[src/rtl/riscv_pkg.sv]
// Shared RV32I definitions: datapath widths, ALU control codes and the
// EX/MEM beat layout used by the execute stage.
package riscv_pkg;

    localparam int XLEN = 32;
    localparam int RA_W = 5;

    localparam logic [3:0] ALU_ADD  = 4'b0000;
    localparam logic [3:0] ALU_SUB  = 4'b1000;
    localparam logic [3:0] ALU_SLL  = 4'b0001;
    localparam logic [3:0] ALU_SLT  = 4'b0010;
    localparam logic [3:0] ALU_SLTU = 4'b0011;
    localparam logic [3:0] ALU_XOR  = 4'b0100;
    localparam logic [3:0] ALU_SRL  = 4'b0101;
    localparam logic [3:0] ALU_SRA  = 4'b1101;
    localparam logic [3:0] ALU_OR   = 4'b0110;
    localparam logic [3:0] ALU_AND  = 4'b0111;

    // One EX/MEM beat: everything the memory stage needs from execute.
    typedef struct packed {
        logic [XLEN-1:0] result;
        logic            zero;
        logic            branch_taken;
        logic [XLEN-1:0] store_data;
        logic [RA_W-1:0] rd;
        logic            reg_write;
        logic            mem_read;
        logic            mem_write;
    } ex_beat_t;

    // Strip side-effecting control from a beat so a flushed slot can never
    // write a register, touch memory or redirect the fetch.
    function automatic ex_beat_t kill_ctrl(input ex_beat_t b);
        ex_beat_t k;
        k              = b;
        k.branch_taken = 1'b0;
        k.reg_write    = 1'b0;
        k.mem_read     = 1'b0;
        k.mem_write    = 1'b0;
        return k;
    endfunction

endpackage

[src/rtl/alu.sv]
// Combinational RV32I ALU: decodes the 4-bit ALU control code and produces
// the result plus a zero flag. Unknown codes yield 0.
module alu
    import riscv_pkg::*;
(
    input  logic [3:0]      alu_ctrl,
    input  logic [XLEN-1:0] a,
    input  logic [XLEN-1:0] b,
    output logic [XLEN-1:0] result,
    output logic            zero
);

    logic [4:0] w_shamt;

    assign w_shamt = b[4:0];

    // Select the operation named by the control code.
    always_comb begin
        // NOTE: default assignment first so every path drives result and no latch is inferred.
        result = '0;
        case (alu_ctrl)
            ALU_ADD:  result = a + b;
            ALU_SUB:  result = a - b;
            ALU_SLL:  result = a << w_shamt;
            ALU_SRL:  result = a >> w_shamt;
            ALU_SRA:  result = $unsigned($signed(a) >>> w_shamt);
            ALU_SLT:  result = {{(XLEN-1){1'b0}}, ($signed(a) < $signed(b))};
            ALU_SLTU: result = {{(XLEN-1){1'b0}}, (a < b)};
            ALU_XOR:  result = a ^ b;
            ALU_OR:   result = a | b;
            ALU_AND:  result = a & b;
            default:  result = '0;
        endcase
    end

    assign zero = (result == '0);

endmodule

[src/rtl/ex_stage.sv]
// RV32I execute stage: ALU, branch resolution and the EX/MEM pipeline
// register behind a valid/ready handshake with flush.
// Build option EX_SKID_EN adds a one-entry skid buffer so in_ready is
// registered and has no combinational path from out_ready.
module ex_stage
    import riscv_pkg::*;
(
    input  logic            clk,
    input  logic            rst_n,
    input  logic            in_valid,
    output logic            in_ready,
    input  logic [3:0]      alu_ctrl,
    input  logic [XLEN-1:0] op_a,
    input  logic [XLEN-1:0] op_b,
    input  logic [XLEN-1:0] store_data_in,
    input  logic [RA_W-1:0] rd_in,
    input  logic            reg_write_in,
    input  logic            mem_read_in,
    input  logic            mem_write_in,
    input  logic            branch_in,
    input  logic            branch_ne_in,
    input  logic            flush,
    output logic            out_valid,
    input  logic            out_ready,
    output logic [XLEN-1:0] result,
    output logic            zero,
    output logic            branch_taken,
    output logic [XLEN-1:0] store_data,
    output logic [RA_W-1:0] rd,
    output logic            reg_write,
    output logic            mem_read,
    output logic            mem_write
);

    logic [XLEN-1:0] w_alu_result;
    logic            w_alu_zero;
    ex_beat_t        w_beat;
    ex_beat_t        r_out;
    logic            r_out_valid;

    alu u_alu (
        .alu_ctrl (alu_ctrl),
        .a        (op_a),
        .b        (op_b),
        .result   (w_alu_result),
        .zero     (w_alu_zero)
    );

    // Assemble the incoming beat: ALU outputs, resolved branch and passthroughs.
    always_comb begin
        w_beat.result       = w_alu_result;
        w_beat.zero         = w_alu_zero;
        w_beat.branch_taken = branch_in & (w_alu_zero ^ branch_ne_in);
        w_beat.store_data   = store_data_in;
        w_beat.rd           = rd_in;
        w_beat.reg_write    = reg_write_in;
        w_beat.mem_read     = mem_read_in;
        w_beat.mem_write    = mem_write_in;
    end

`ifdef EX_SKID_EN
    ex_beat_t r_skid;
    logic     r_skid_valid;
    logic     w_out_free;
    logic     w_accept;

    // Upstream sees only the skid occupancy, never out_ready directly.
    assign in_ready   = ~r_skid_valid;
    assign w_out_free = ~r_out_valid | out_ready;
    assign w_accept   = in_valid & ~r_skid_valid;

    // Output register fed from the skid first (order), else from the input;
    // a beat arriving during a stall parks in the skid.
    always_ff @(posedge clk or negedge rst_n) begin
        if (!rst_n) begin
            // NOTE: sequential state uses non-blocking assignments so all registers update together at the edge.
            r_out_valid  <= 1'b0;
            r_out        <= '0;
            r_skid_valid <= 1'b0;
            r_skid       <= '0;
        end else if (flush) begin
            r_out_valid  <= 1'b0;
            r_skid_valid <= 1'b0;
            r_out        <= kill_ctrl(r_out);
            r_skid       <= kill_ctrl(r_skid);
        end else if (w_out_free) begin
            if (r_skid_valid) begin
                r_out        <= r_skid;
                r_out_valid  <= 1'b1;
                r_skid_valid <= 1'b0;
            end else if (w_accept) begin
                r_out       <= w_beat;
                r_out_valid <= 1'b1;
            end else begin
                r_out_valid <= 1'b0;
            end
        end else if (w_accept) begin
            r_skid       <= w_beat;
            r_skid_valid <= 1'b1;
        end
    end
`else
    // Accept whenever the output slot is empty or being drained this cycle.
    assign in_ready = ~r_out_valid | out_ready;

    // Single EX/MEM register: load on accept, hold on stall, kill on flush.
    always_ff @(posedge clk or negedge rst_n) begin
        if (!rst_n) begin
            // NOTE: sequential state uses non-blocking assignments so all registers update together at the edge.
            r_out_valid <= 1'b0;
            r_out       <= '0;
        end else if (flush) begin
            r_out_valid <= 1'b0;
            r_out       <= kill_ctrl(r_out);
        end else if (in_ready) begin
            r_out_valid <= in_valid;
            if (in_valid) begin
                r_out <= w_beat;
            end
        end
    end
`endif

    assign out_valid    = r_out_valid;
    assign result       = r_out.result;
    assign zero         = r_out.zero;
    assign branch_taken = r_out.branch_taken;
    assign store_data   = r_out.store_data;
    assign rd           = r_out.rd;
    assign reg_write    = r_out.reg_write;
    assign mem_read     = r_out.mem_read;
    assign mem_write    = r_out.mem_write;

endmodule

[config.mk]
export PLATFORM = sky130hd
export DESIGN_NAME = ex_stage
export DESIGN_NICKNAME = d
export VERILOG_FILES = /design/src/rtl/riscv_pkg.sv /design/src/rtl/alu.sv /design/src/rtl/ex_stage.sv
export SDC_FILE = /design/constraint.sdc
export NUM_CORES = 1
export LEC_CHECK = 0
export ABC_AREA = 0
export BUFFER_PORTS_ARGS = -buffer_cell sky130_fd_sc_hd__clkbuf_2
export CAP_MARGIN = 40
export CORE_ASPECT_RATIO = 2
export CORE_MARGIN = 1
export CORE_UTILIZATION = 55
export DETAILED_ROUTE_END_ITERATION = 6
export PLACE_DENSITY_LB_ADDON = 0.15
export SYNTH_ARGS = -nofsm -noshare
export SYNTH_HDL_FRONTEND = slang
export SYNTH_SLANG_ARGS = --single-unit
[constraint.sdc]
create_clock -name clk -period 2.85 [get_ports clk]
set_clock_uncertainty 0.1 [all_clocks]
set_input_delay 0.4275 -clock clk [delete_from_list [all_inputs] [get_ports clk]]
set_output_delay 0.4275 -clock clk [all_outputs]
set_load 0.01 [all_outputs]
==> flow_metrics.env, run 1 <==
export IMPL_yosysTopAreaCell="dfrtp_1"
export IMPL_numPortBuffers=190
export IMPL_ys_seq_elements=75
export IMPL_lastStage="global routing (5_1_grt)"
export IMPL_cts_buffer_depth=2
export IMPL_yosys_warnings=0
export IMPL_ys_types=82
export IMPL_rows=77
export IMPL_overflow=332
export IMPL_grt_first_pass_wirelength_um=144700
export IMPL_grt_start_max_net_pins=69
export IMPL_grt_use_total_pct=79.95
export IMPL_cts_sinks=75
export IMPL_synth_edff_count=0
export IMPL_die_w_um=108.5
export IMPL_async_flop_share_pct=100.0
export IMPL_initial_utilization_pct=56.32
export IMPL_synthFlopType="dfrtp_1"
export IMPL_cts_buffers=9
export IMPL_yosysSeqAreaShare_pct=15.04
export IMPL_synth_top_cell_area_share_pct=15.04
export IMPL_ios=191
export IMPL_cts_root_buf="clkbuf_16"
export IMPL_run_status="stopped before the end"
export IMPL_synth_area_top_cells="dfrtp_1 (15%), ha_1 (9.8%), mux2_2 (8.2%), mux4_2 (8.1%), a21oi_1 (5.3%)"
export IMPL_grt_pass1_vias=22338
export IMPL_cts_max_level=3
export IMPL_die_h_um=215.0
export IMPL_placed_cell_area_um2=18240
export IMPL_gp_congestion=1.280
export IMPL_dp_hpwl_um=50260
export IMPL_synth_net_count=1801
export IMPL_error="[ERROR GRT-0116] Global routing finished with congestion. Check the congestion regions in the DRC Viewer."
export IMPL_syn_area_um2=12480
export IMPL_avgSynthCellArea_um2=7.869
export IMPL_synthCells=1586
-- metrics by stage --
stage	util [%]	cells	setup slack, ns
CTS	89.03	2611	-1.424
floorplan	-	1586	-1.752
detailed placement	82.30	2551	-2.113
global placement	82.18	2550	-1.983
-- synth_stat cells, drive strengths merged, types with 14 or more instances --
| cell | count |
|---|---|
| a21o | 15 |
| nand3 | 42 |
| nor4 | 18 |
| dfrtp | 75 |
| a21oi | 132 |
| o211ai | 23 |
| o21a | 14 |
| nor2 | 127 |
| inv | 98 |
| nand2b | 15 |
| xnor2 | 16 |
| a221oi | 14 |
| a211oi | 39 |
| o21ai | 87 |
| ha | 98 |
| o22ai | 18 |
| nand4 | 21 |
| mux4 | 47 |
| buf | 34 |
| mux2 | 92 |
| a31oi | 18 |
| nor2b | 22 |
| mux2i | 46 |
| nand2 | 130 |
| nor3 | 36 |
| clkbuf | 88 |
-- cell families after synthesis --
logic type,after synthesis,synth area share (%)
XOR/XNOR,19,1.333
adder cells (fa/ha/maj),100,10.15
AO/OA/AOI/OAI,504,27.18
flip-flops,75,15.04
buffers and inverters,222,7.018
AND/OR/NAND/NOR,481,18.76
multiplexers,185,20.53
-- routing by layer --
metal,overflow,global-route usage [%]
met2,212,97.07
met5,0,20.09
met1,2,79.34
met3,3,62.66
met4,115,82.57
-- repair_timing --
item | CTS
setup endpoints to repair | 30
endpoints found under the hold margin | 9
setup buffers | 52
cloned | 2
resized for setup | 166
hold buffers | 1
pin swaps | 60
==> run 2, diff against run 1 <==
--- a/config.mk
+++ b/config.mk
@@ -8,9 +8,8 @@
 export ABC_AREA = 0
 export BUFFER_PORTS_ARGS = -buffer_cell sky130_fd_sc_hd__clkbuf_2
 export CAP_MARGIN = 40
-export CORE_ASPECT_RATIO = 2
 export CORE_MARGIN = 1
-export CORE_UTILIZATION = 55
+export CORE_UTILIZATION = 40
 export DETAILED_ROUTE_END_ITERATION = 6
 export PLACE_DENSITY_LB_ADDON = 0.15
 export SYNTH_ARGS = -nofsm -noshare
==> flow_metrics.env, run 2 <==
export IMPL_relSlewSlack_pct=44.73
export IMPL_overflow=0
export IMPL_peakVddDrop_mv=0.3402
export IMPL_hold_viol=0
export IMPL_crit_arrival_ns=4.49
export IMPL_dieArea_um2=31910
export IMPL_avgSynthCellArea_um2=7.869
export IMPL_worst_path_max_fanout=5
export IMPL_antenna_found_initial=0
export IMPL_violations="setup timing"
export IMPL_cp_required_ns=2.95
export IMPL_cts_buffers=9
export IMPL_drc_errors=0
export IMPL_cts_sinks=75
export IMPL_period_share_pct=154.1
export IMPL_syn_area_um2=12480
export IMPL_ant_nets=0
export IMPL_fin_crit_ns=4.391
export IMPL_dp_hpwl_um=53320
export IMPL_avgRoutedWirePerCell_um=24.35
export IMPL_tritoncts="built"
export IMPL_synthFlopType="dfrtp_1"
export IMPL_dp_cells=2684
export IMPL_die_h_um=178.6
export IMPL_grt_start_max_net_pins=77
export IMPL_yosysTopAreaCell="dfrtp_1"
export IMPL_layout_drive_gt1_share_pct=52.36
export IMPL_hp_class="input port to flip-flop"
export IMPL_run_status="complete, but fails checks"
export IMPL_crit_path_end_kind="flip-flop"
export IMPL_final_setup_viol_count=27
export IMPL_startpoint_type="input port"
export IMPL_ys_types=82
export IMPL_yosysSeqAreaShare_pct=15.04
export IMPL_final_cell_mix="buf_4 (632), clkbuf_2 (176), nand2_1 (125)"
export IMPL_synth_area_top_cells="dfrtp_1 (15%), ha_1 (9.8%), mux2_2 (8.2%), mux4_2 (8.1%), a21oi_1 (5.3%)"
export IMPL_synthCells=1586
export IMPL_drtIter0Drc=1798
export IMPL_leakagePower_nw=9.510
export IMPL_power_density_nw_per_um2=322.2
export IMPL_async_flop_share_pct=100.0
export IMPL_rsz0062_at_grt="yes"
export IMPL_yosysMostFrequentCell="a21oi_1"
export IMPL_gp_congestion=1.021
export IMPL_wl_um=66800
export IMPL_fin_ws_ns=-1.541
export IMPL_grt_first_pass_wirelength_um=97020
export IMPL_power_w=0.006604
export IMPL_synth_edff_count=0
export IMPL_yosys_warnings=0
export IMPL_die_w_um=178.6
export IMPL_ys_seq_elements=75
export IMPL_cts_buffer_depth=2
export IMPL_cts_root_buf="clkbuf_16"
export IMPL_ios=191
export IMPL_instances_no_fill=2743
export IMPL_n_antenna_cell=0
export IMPL_clk_latency_ns=0.33
export IMPL_synth_net_count=1801
export IMPL_clk_pin_slew_ns=0.06
export IMPL_grt_use_total_pct=40.51
export IMPL_crit_type="input port to flip-flop"
export IMPL_worstMarginPinSlew_ns=0.8220
export IMPL_num_vias=16703
export IMPL_utilization_pct=66.84
export IMPL_final_common_cell="buf_4"
export IMPL_maxCapViolCount=0
export IMPL_whs_ns=0.2190
export IMPL_rows=64
export IMPL_nets=2557
export IMPL_slew_viol_final=0
export IMPL_dr_pass1_iters=6
export IMPL_grt_pass1_vias=16077
export IMPL_synth_top_cell_area_share_pct=15.04
export IMPL_core_area_um2=30670
export IMPL_cts_max_level=3
export IMPL_vias_per_cell=6.089
export IMPL_syn_to_final_growth_pct=64.25
export IMPL_fmax_ghz=0.2277
export IMPL_synth_top_cells_by_count="a21oi_1 (132), nand2_1 (130), nor2_1 (127)"
export IMPL_numPortBuffers=190
export IMPL_initial_utilization_pct=40.69
-- run 2: cell counts after synthesis --
No cell type changed its count.
-- run 2: kinds of logic after synthesis --
logic type               Yosys count  synth area share [%]
multiplexers                     185                 20.53
AO/OA/AOI/OAI                    504                 27.18
adder cells (fa/ha/maj)          100                 10.15
XOR/XNOR                          19                 1.333
flip-flops                        75                 15.04
buffers and inverters            222                 7.018
AND/OR/NAND/NOR                  481                 18.76
-- run 2: timing repair --
item | 4_1_cts | 5_1_grt
hold endpoints to repair | 9 | 0
setup buffers | 37 | 21
pin swaps | 45 | 58
setup endpoints to repair | 33 | 34
hold buffers | 1 | 0
resized for setup | 153 | 158
cloned | 0 | 4
-- run 2: worst max-delay path: stages --
cell	delay (ns)
buf_12	0.12
ha_4	0.17
fa_2	0.37
o21ba_4	0.21
or4_4	0.53
buf_6	0.15
a211oi_4	0.24
a211o_1	0.22
a211oi_2	0.10
a2111oi_2	0.33
a41oi_2	0.09
or4_4	0.51
or4_4	0.56
nor3_4	0.16
and3_4	0.21
o311ai_1	0.08
-- run 2: metrics by stage --
step | TNS, ns | setup slack [ns] | area [um2]
after floorplan | -12.67 | -1.752 | 12810
after detailed placement | -31.63 | -2.179 | 18470
final | -11.03 | -1.541 | 20500
after global routing | -12.68 | -1.615 | 20500
after global placement | -30.68 | -2.117 | 18440
after CTS | -11.14 | -1.488 | 19750
-- run 2: power by group --
group / switching [W] / total, W / leakage, nW / internal (W)
registers: 0.000100 / 0.00135 / 0.910 / 0.00125
logic: 0.00215 / 0.00414 / 8.46 / 0.00199
clock network: 0.000465 / 0.00111 / 0.143 / 0.000648
-- run 2: per-layer routing --
metal / share of wire [%] / global-route usage (%) / up-vias
li1: - / - / 7503
met1: 41 / 54.68 / 8036
met2: 45 / 64.24 / 982
met3: 8.9 / 5.072 / 182
met4: 4.9 / 18.33 / 0
met5: 0 / 0 / -
-- run 2: worst paths after layout --
| check | start | slack, ns | depth (start not counted) | endpoint |
|---|---|---|---|---|
| setup / recovery | op_b[0] | -1.54 | 16 | branch_taken |
| setup reg to reg | out_valid | 0.69 | 5 | rd[4] |
| min in group asynchronous | rst_n | 0.40 | 2 | result[25] |
| max in group asynchronous | rst_n | 1.69 | 3 | store_data[28] |
| hold reg to reg | store_data[17] | 0.41 | 1 | store_data[17] |
| hold / removal | store_data_in[4] | 0.22 | 2 | store_data[4] |
-- run 2: layout make-up --
| cell class | count | area, um2 |
|---|---|---|
| clock buffer | 11 | 252.7 |
| multi-input combinational | 1289 | 10960 |
| fill | 2723 | 10170 |
| tap | 396 | 495.5 |
| sequential | 75 | 1877 |
| timing repair buffer | 867 | 6445 |
| inverter | 100 | 424.2 |
| clock inverter | 5 | 42.54 |
Power figures use the tool's default switching activity.
==> run 3, diff against run 2 <==
--- a/config.mk
+++ b/config.mk
@@ -11,7 +11,7 @@
 export CORE_MARGIN = 1
 export CORE_UTILIZATION = 40
 export DETAILED_ROUTE_END_ITERATION = 6
-export PLACE_DENSITY_LB_ADDON = 0.15
+export PLACE_DENSITY = 0.68
 export SYNTH_ARGS = -nofsm -noshare
 export SYNTH_HDL_FRONTEND = slang
 export SYNTH_SLANG_ARGS = --single-unit
==> flow_metrics.env, run 3 (synthesis gave the netlist of run 2 again) <==
export IMPL_gp_congestion=1.041
export IMPL_fmax_ghz=0.2257
export IMPL_rsz0062_at_grt="yes"
export IMPL_cts_buffers=9
export IMPL_drc_errors=0
export IMPL_fin_ws_ns=-1.580
export IMPL_die_w_um=178.6
export IMPL_layout_drive_gt1_share_pct=53.35
export IMPL_ant_nets=0
export IMPL_slew_viol_final=0
export IMPL_grt_start_max_net_pins=78
export IMPL_initial_utilization_pct=40.69
export IMPL_n_fill_cell=2496
export IMPL_period_share_pct=155.4
export IMPL_ios=191
export IMPL_crit_type="input port to flip-flop"
export IMPL_nets=2585
export IMPL_vias_per_cell=6.139
export IMPL_avgRoutedWirePerCell_um=24.38
export IMPL_hold_viol=0
export IMPL_final_setup_viol_count=30
export IMPL_cp_cell_sequence="buf_12 -> ha_4 -> fa_2 -> o21ba_4 -> or4_4 -> a21oi_4 -> o311ai_4 -> buf_4 -> a2111oi_4 -> or4_4 -> xnor2_2 -> a21o_1 -> or4b_2 -> nor3_4 -> and3_4 -> o311ai_1"
export IMPL_final_cell_mix="buf_4 (638), clkbuf_2 (179), nand2_1 (121)"
export IMPL_leakagePower_nw=9.737
export IMPL_final_common_cell="buf_4"
export IMPL_overflow=0
export IMPL_fin_crit_ns=4.430
export IMPL_wl_um=67560
export IMPL_rows=64
export IMPL_peakVddDrop_mv=0.3381
export IMPL_relSlewSlack_pct=31.15
export IMPL_core_area_um2=30670
export IMPL_violations="setup timing"
export IMPL_clk_pin_slew_ns=0.07
export IMPL_dr_pass1_iters=6
export IMPL_grt_use_total_pct=41.54
export IMPL_hp_class="input port to flip-flop"
export IMPL_cts_sinks=75
export IMPL_crit_slowest_cell="or4b_2"
export IMPL_crit_top_cell="or4_4"
export IMPL_antenna_found_initial=0
export IMPL_cts_max_level=3
export IMPL_power_density_nw_per_um2=319.1
export IMPL_dieArea_um2=31910
export IMPL_tns_ns=-12.55
export IMPL_startpoint_type="input port"
export IMPL_worst_path_max_fanout=4
export IMPL_cts_buffer_depth=2
export IMPL_syn_to_final_growth_pct=69.22
export IMPL_tritoncts="built"
export IMPL_grt_pass1_vias=16531
export IMPL_dp_hpwl_um=53130
export IMPL_instances_no_fill=2771
export IMPL_n_antenna_cell=0
export IMPL_worstMarginPinSlew_ns=1.024
export IMPL_drtIter0Drc=2088
export IMPL_crit_path_end_kind="flip-flop"
export IMPL_crit_arrival_ns=4.53
export IMPL_maxCapViolCount=0
export IMPL_run_status="complete, but fails checks"
export IMPL_whs_ns=0.2195
export IMPL_dp_cells=2687
export IMPL_grt_first_pass_wirelength_um=99410
export IMPL_cp_required_ns=2.95
export IMPL_clk_latency_ns=0.33
export IMPL_cts_root_buf="clkbuf_16"
export IMPL_num_vias=17011
export IMPL_die_h_um=178.6
export IMPL_critPathMaxStageDelay_ns=0.72
export IMPL_dp_worst_setup_slack_ns=-2.092
export IMPL_numPortBuffers=190
[run 3: cell count changes in the layout (fill, tap and decap cells not counted), sizes merged]
| cell | delta |
|---|---|
| bufbuf | +2 |
| bufinv | +1 |
| inv | -3 |
| clkbuf | -2 |
| clkinvlp | +2 |
| buf | +27 |
| clkinv | +1 |
[run 3: per-layer routing]
layer / track usage (%) / vias to the layer above / part of all wire (%)
met1: 55.21 / 8272 / 40
met4: 19.77 / 0 / 5.6
met3: 6.735 / 203 / 8.8
li1: - / 7544 / -
met5: 0 / - / 0
met2: 65.28 / 992 / 45
[run 3: area by class of cell]
cell class                      count  area, um2  area share (%)
Clock buffer                       10      229.0           1.084
Clock inverter                      6      66.31          0.3140
Inverter                          100      426.7           2.020
Multi-Input combinational cell   1289      11160           52.83
Sequential cell                    75       1877           8.886
Tap cell                          396      495.5           2.346
Timing Repair Buffer              895       6868           32.52
[run 3: what timing repair did]
| action | CTS | global route |
|---|---|---|
| hold buffers | 1 | 0 |
| gates cloned | 5 | 0 |
| gates resized for setup | 249 | 120 |
| endpoints found under the hold margin | 13 | 0 |
| setup endpoints to repair | 33 | 34 |
| buffers inserted | 65 | 31 |
| pin swaps | 64 | 75 |
[run 3: metrics by stage]
| stage | area (um2) | total power [W] | utilization [%] |
|---|---|---|---|
| 6_report | 21120 | 0.006739 | 68.86 |
| 5_1_grt | 21120 | 0.007029 | 68.86 |
| 4_1_cts | 20500 | 0.006469 | 66.86 |
| 3_5_place_dp | 18520 | 0.004957 | 60.37 |
| 3_3_place_gp | 18480 | 0.004892 | 60.25 |
| 2_1_floorplan | 12810 | 0.003058 | - |
[run 3: path summary, 6_finish.rpt]
kind,startpoint,to,slack [ns],depth (start not counted)
min in group asynchronous,rst_n,store_data[15],0.39,2
worst min-delay path,store_data_in[9],store_data[9],0.22,2
worst min register to register,result[29],result[29],0.41,1
worst max-delay path,op_b[0],branch_taken,-1.58,16
max in group asynchronous,rst_n,result[4],1.69,3
worst max register to register,out_valid,store_data[25],0.68,5
[run 3: critical path: cells and delay by family]
kind            cells  cell delay (ns)
compound gates      6             1.26
simple gates        5             1.94
xor+xnor            1             0.07
buf+inv             2             0.30
fa+ha+maj           2             0.52
[run 3: report_power, final]
| group | total (W) | switching [W] | internal [W] | leakage (nW) |
|---|---|---|---|---|
| registers | 0.00136 | 0.000107 | 0.00125 | 0.910 |
| clock network | 0.00113 | 0.000450 | 0.000678 | 0.135 |
| logic | 0.00425 | 0.00220 | 0.00205 | 8.69 |
==> run 4, diff against run 3 <==
--- a/config.mk
+++ b/config.mk
@@ -12,6 +12,7 @@
 export CORE_UTILIZATION = 40
 export DETAILED_ROUTE_END_ITERATION = 6
 export PLACE_DENSITY = 0.68
+export REMOVE_ABC_BUFFERS = 1
 export SYNTH_ARGS = -nofsm -noshare
 export SYNTH_HDL_FRONTEND = slang
 export SYNTH_SLANG_ARGS = --single-unit
==> flow_metrics.env, run 4 (synthesis gave the netlist of run 2 again) <==
export IMPL_relSlewSlack_pct=49.14
export IMPL_r2r_start="out_valid"
export IMPL_worstHoldStart="store_data_in[14]"
export IMPL_overflow=0
export IMPL_leakagePower_nw=9.536
export IMPL_clk_latency_ns=0.33
export IMPL_cp_required_ns=2.94
export IMPL_rows=64
export IMPL_startpoint="op_b[0]"
export IMPL_clk_pin_slew_ns=0.06
export IMPL_violations="setup timing"
export IMPL_hold_viol=0
export IMPL_syn_to_final_growth_pct=65.05
export IMPL_tritoncts="built"
export IMPL_initial_utilization_pct=40.69
export IMPL_period_share_pct=153.6
export IMPL_run_status="complete, but fails checks"
export IMPL_dp_hpwl_um=53200
export IMPL_final_cell_mix="buf_4 (624), clkbuf_2 (178), nand2_1 (125)"
export IMPL_drc_errors=0
export IMPL_die_w_um=178.6
export IMPL_hp_class="input port to flip-flop"
export IMPL_avgRoutedWirePerCell_um=24.36
export IMPL_drtIter0Drc=1958
export IMPL_whs_ns=0.2295
export IMPL_num_vias=16920
export IMPL_worstMarginPinSlew_ns=0.7550
export IMPL_cts_sinks=75
export IMPL_crit_type="input port to flip-flop"
export IMPL_wl_um=66950
export IMPL_fin_crit_ns=4.378
export IMPL_power_w=0.006805
export IMPL_final_common_cell="buf_4"
export IMPL_cts_root_buf="clkbuf_16"
export IMPL_grt_start_max_net_pins=80
export IMPL_core_area_um2=30670
export IMPL_dieArea_um2=31910
export IMPL_ios=191
export IMPL_antenna_found_initial=0
export IMPL_layout_drive_gt1_share_pct=52.08
export IMPL_ant_nets=0
export IMPL_crit_path_end_kind="flip-flop"
export IMPL_gp_congestion=1.011
export IMPL_die_h_um=178.6
export IMPL_maxCapViolCount=0
export IMPL_cts_buffers=9
export IMPL_numPortBuffers=190
export IMPL_power_density_nw_per_um2=330.4
export IMPL_dr_pass1_iters=5
export IMPL_cts_buffer_depth=2
export IMPL_vias_per_cell=6.157
export IMPL_grt_first_pass_wirelength_um=97190
export IMPL_n_antenna_cell=0
export IMPL_peakVddDrop_mv=0.4155
export IMPL_fmax_ghz=0.2284
export IMPL_crit_arrival_ns=4.47
export IMPL_final_setup_viol_count=30
export IMPL_worst_path_max_fanout=8
export IMPL_startpoint_type="input port"
export IMPL_grt_use_total_pct=40.74
export IMPL_dp_worst_setup_slack_ns=-2.147
export IMPL_slew_viol_final=0
export IMPL_fin_ws_ns=-1.528
export IMPL_nets=2563
export IMPL_rsz0062_at_grt="yes"
export IMPL_cts_max_level=3
export IMPL_grt_pass1_vias=16033
-- run 4: cell count changes in the layout (fill, tap and decap cells not counted), sizes merged --
| cell | delta |
|---|---|
| clkinv | -2 |
| clkinvlp | -4 |
| buf | -17 |
| bufbuf | -1 |
| inv | +4 |
| bufinv | +2 |
| clkbuf | -5 |
-- run 4: cell type report --
cell class / instances / area [um2]
fillers: 2586 / 10070
inverters: 100 / 395.4
well taps: 396 / 495.5
repair buffers: 873 / 6530
clock buffers: 9 / 225.2
flip-flops and latches: 75 / 1877
clock inverters: 6 / 112.6
multi-input cells: 1289 / 10960
-- run 4: power breakdown --
part	total (W)	internal, W	switching (W)
combinational	0.00416	0.00200	0.00216
clock	0.00128	0.000853	0.000432
sequential	0.00136	0.00125	0.000107
-- run 4: final timing paths --
| path | endpoint | slack (ns) | cells past startpoint |
|---|---|---|---|
| max reg2reg | rd[4] | 0.78 | 5 |
| min | store_data[14] | 0.23 | 2 |
| min reg2reg | store_data[30] | 0.40 | 1 |
| min in group asynchronous | store_data[29] | 0.54 | 2 |
| max in group asynchronous | store_data[8] | 1.57 | 3 |
| max | branch_taken | -1.53 | 15 |
-- run 4: timing repair --
action                                  in CTS  in global routing
cloned                                       2                  0
hold buffers                                 1                  0
buffers inserted                            36                 34
pin swaps                                   57                 49
endpoints found under the setup margin      34                 31
gates resized for setup                    220                130
endpoints found under the hold margin       27                  0
-- run 4: per-stage QoR --
stage,cell area (um2),cells,setup TNS (ns),util [%]
after floorplan,11980,1464,-130.82,-
after global placement,18150,2667,-28.46,59.20
after detailed placement,18180,2668,-29.79,59.29
after CTS,19810,2717,-8.653,64.59
after global routing,20600,2748,-13.96,67.17
final,20600,2748,-12.64,67.17
-- run 4: per-layer routing --
metal | vias up | track usage (%) | routed length, um
met5 | - | 0 | 0
met3 | 231 | 6.373 | 5820
li1 | 7520 | - | -
met4 | 0 | 17.20 | 3592
met1 | 8157 | 53.86 | 27070
met2 | 1012 | 65.55 | 30470
-- run 4: worst max-delay path: stages --
cell       delay, ns
buf_12          0.10
buf_12          0.13
buf_6           0.11
mux4_2          0.52
mux4_2          0.52
a221o_1         0.39
a211oi_2        0.28
nand2_1         0.15
a2111oi_4       0.25
a41oi_2         0.07
or4_1           0.50
or4_4           0.52
nor3_4          0.17
and3_4          0.22
o311ai_1        0.10
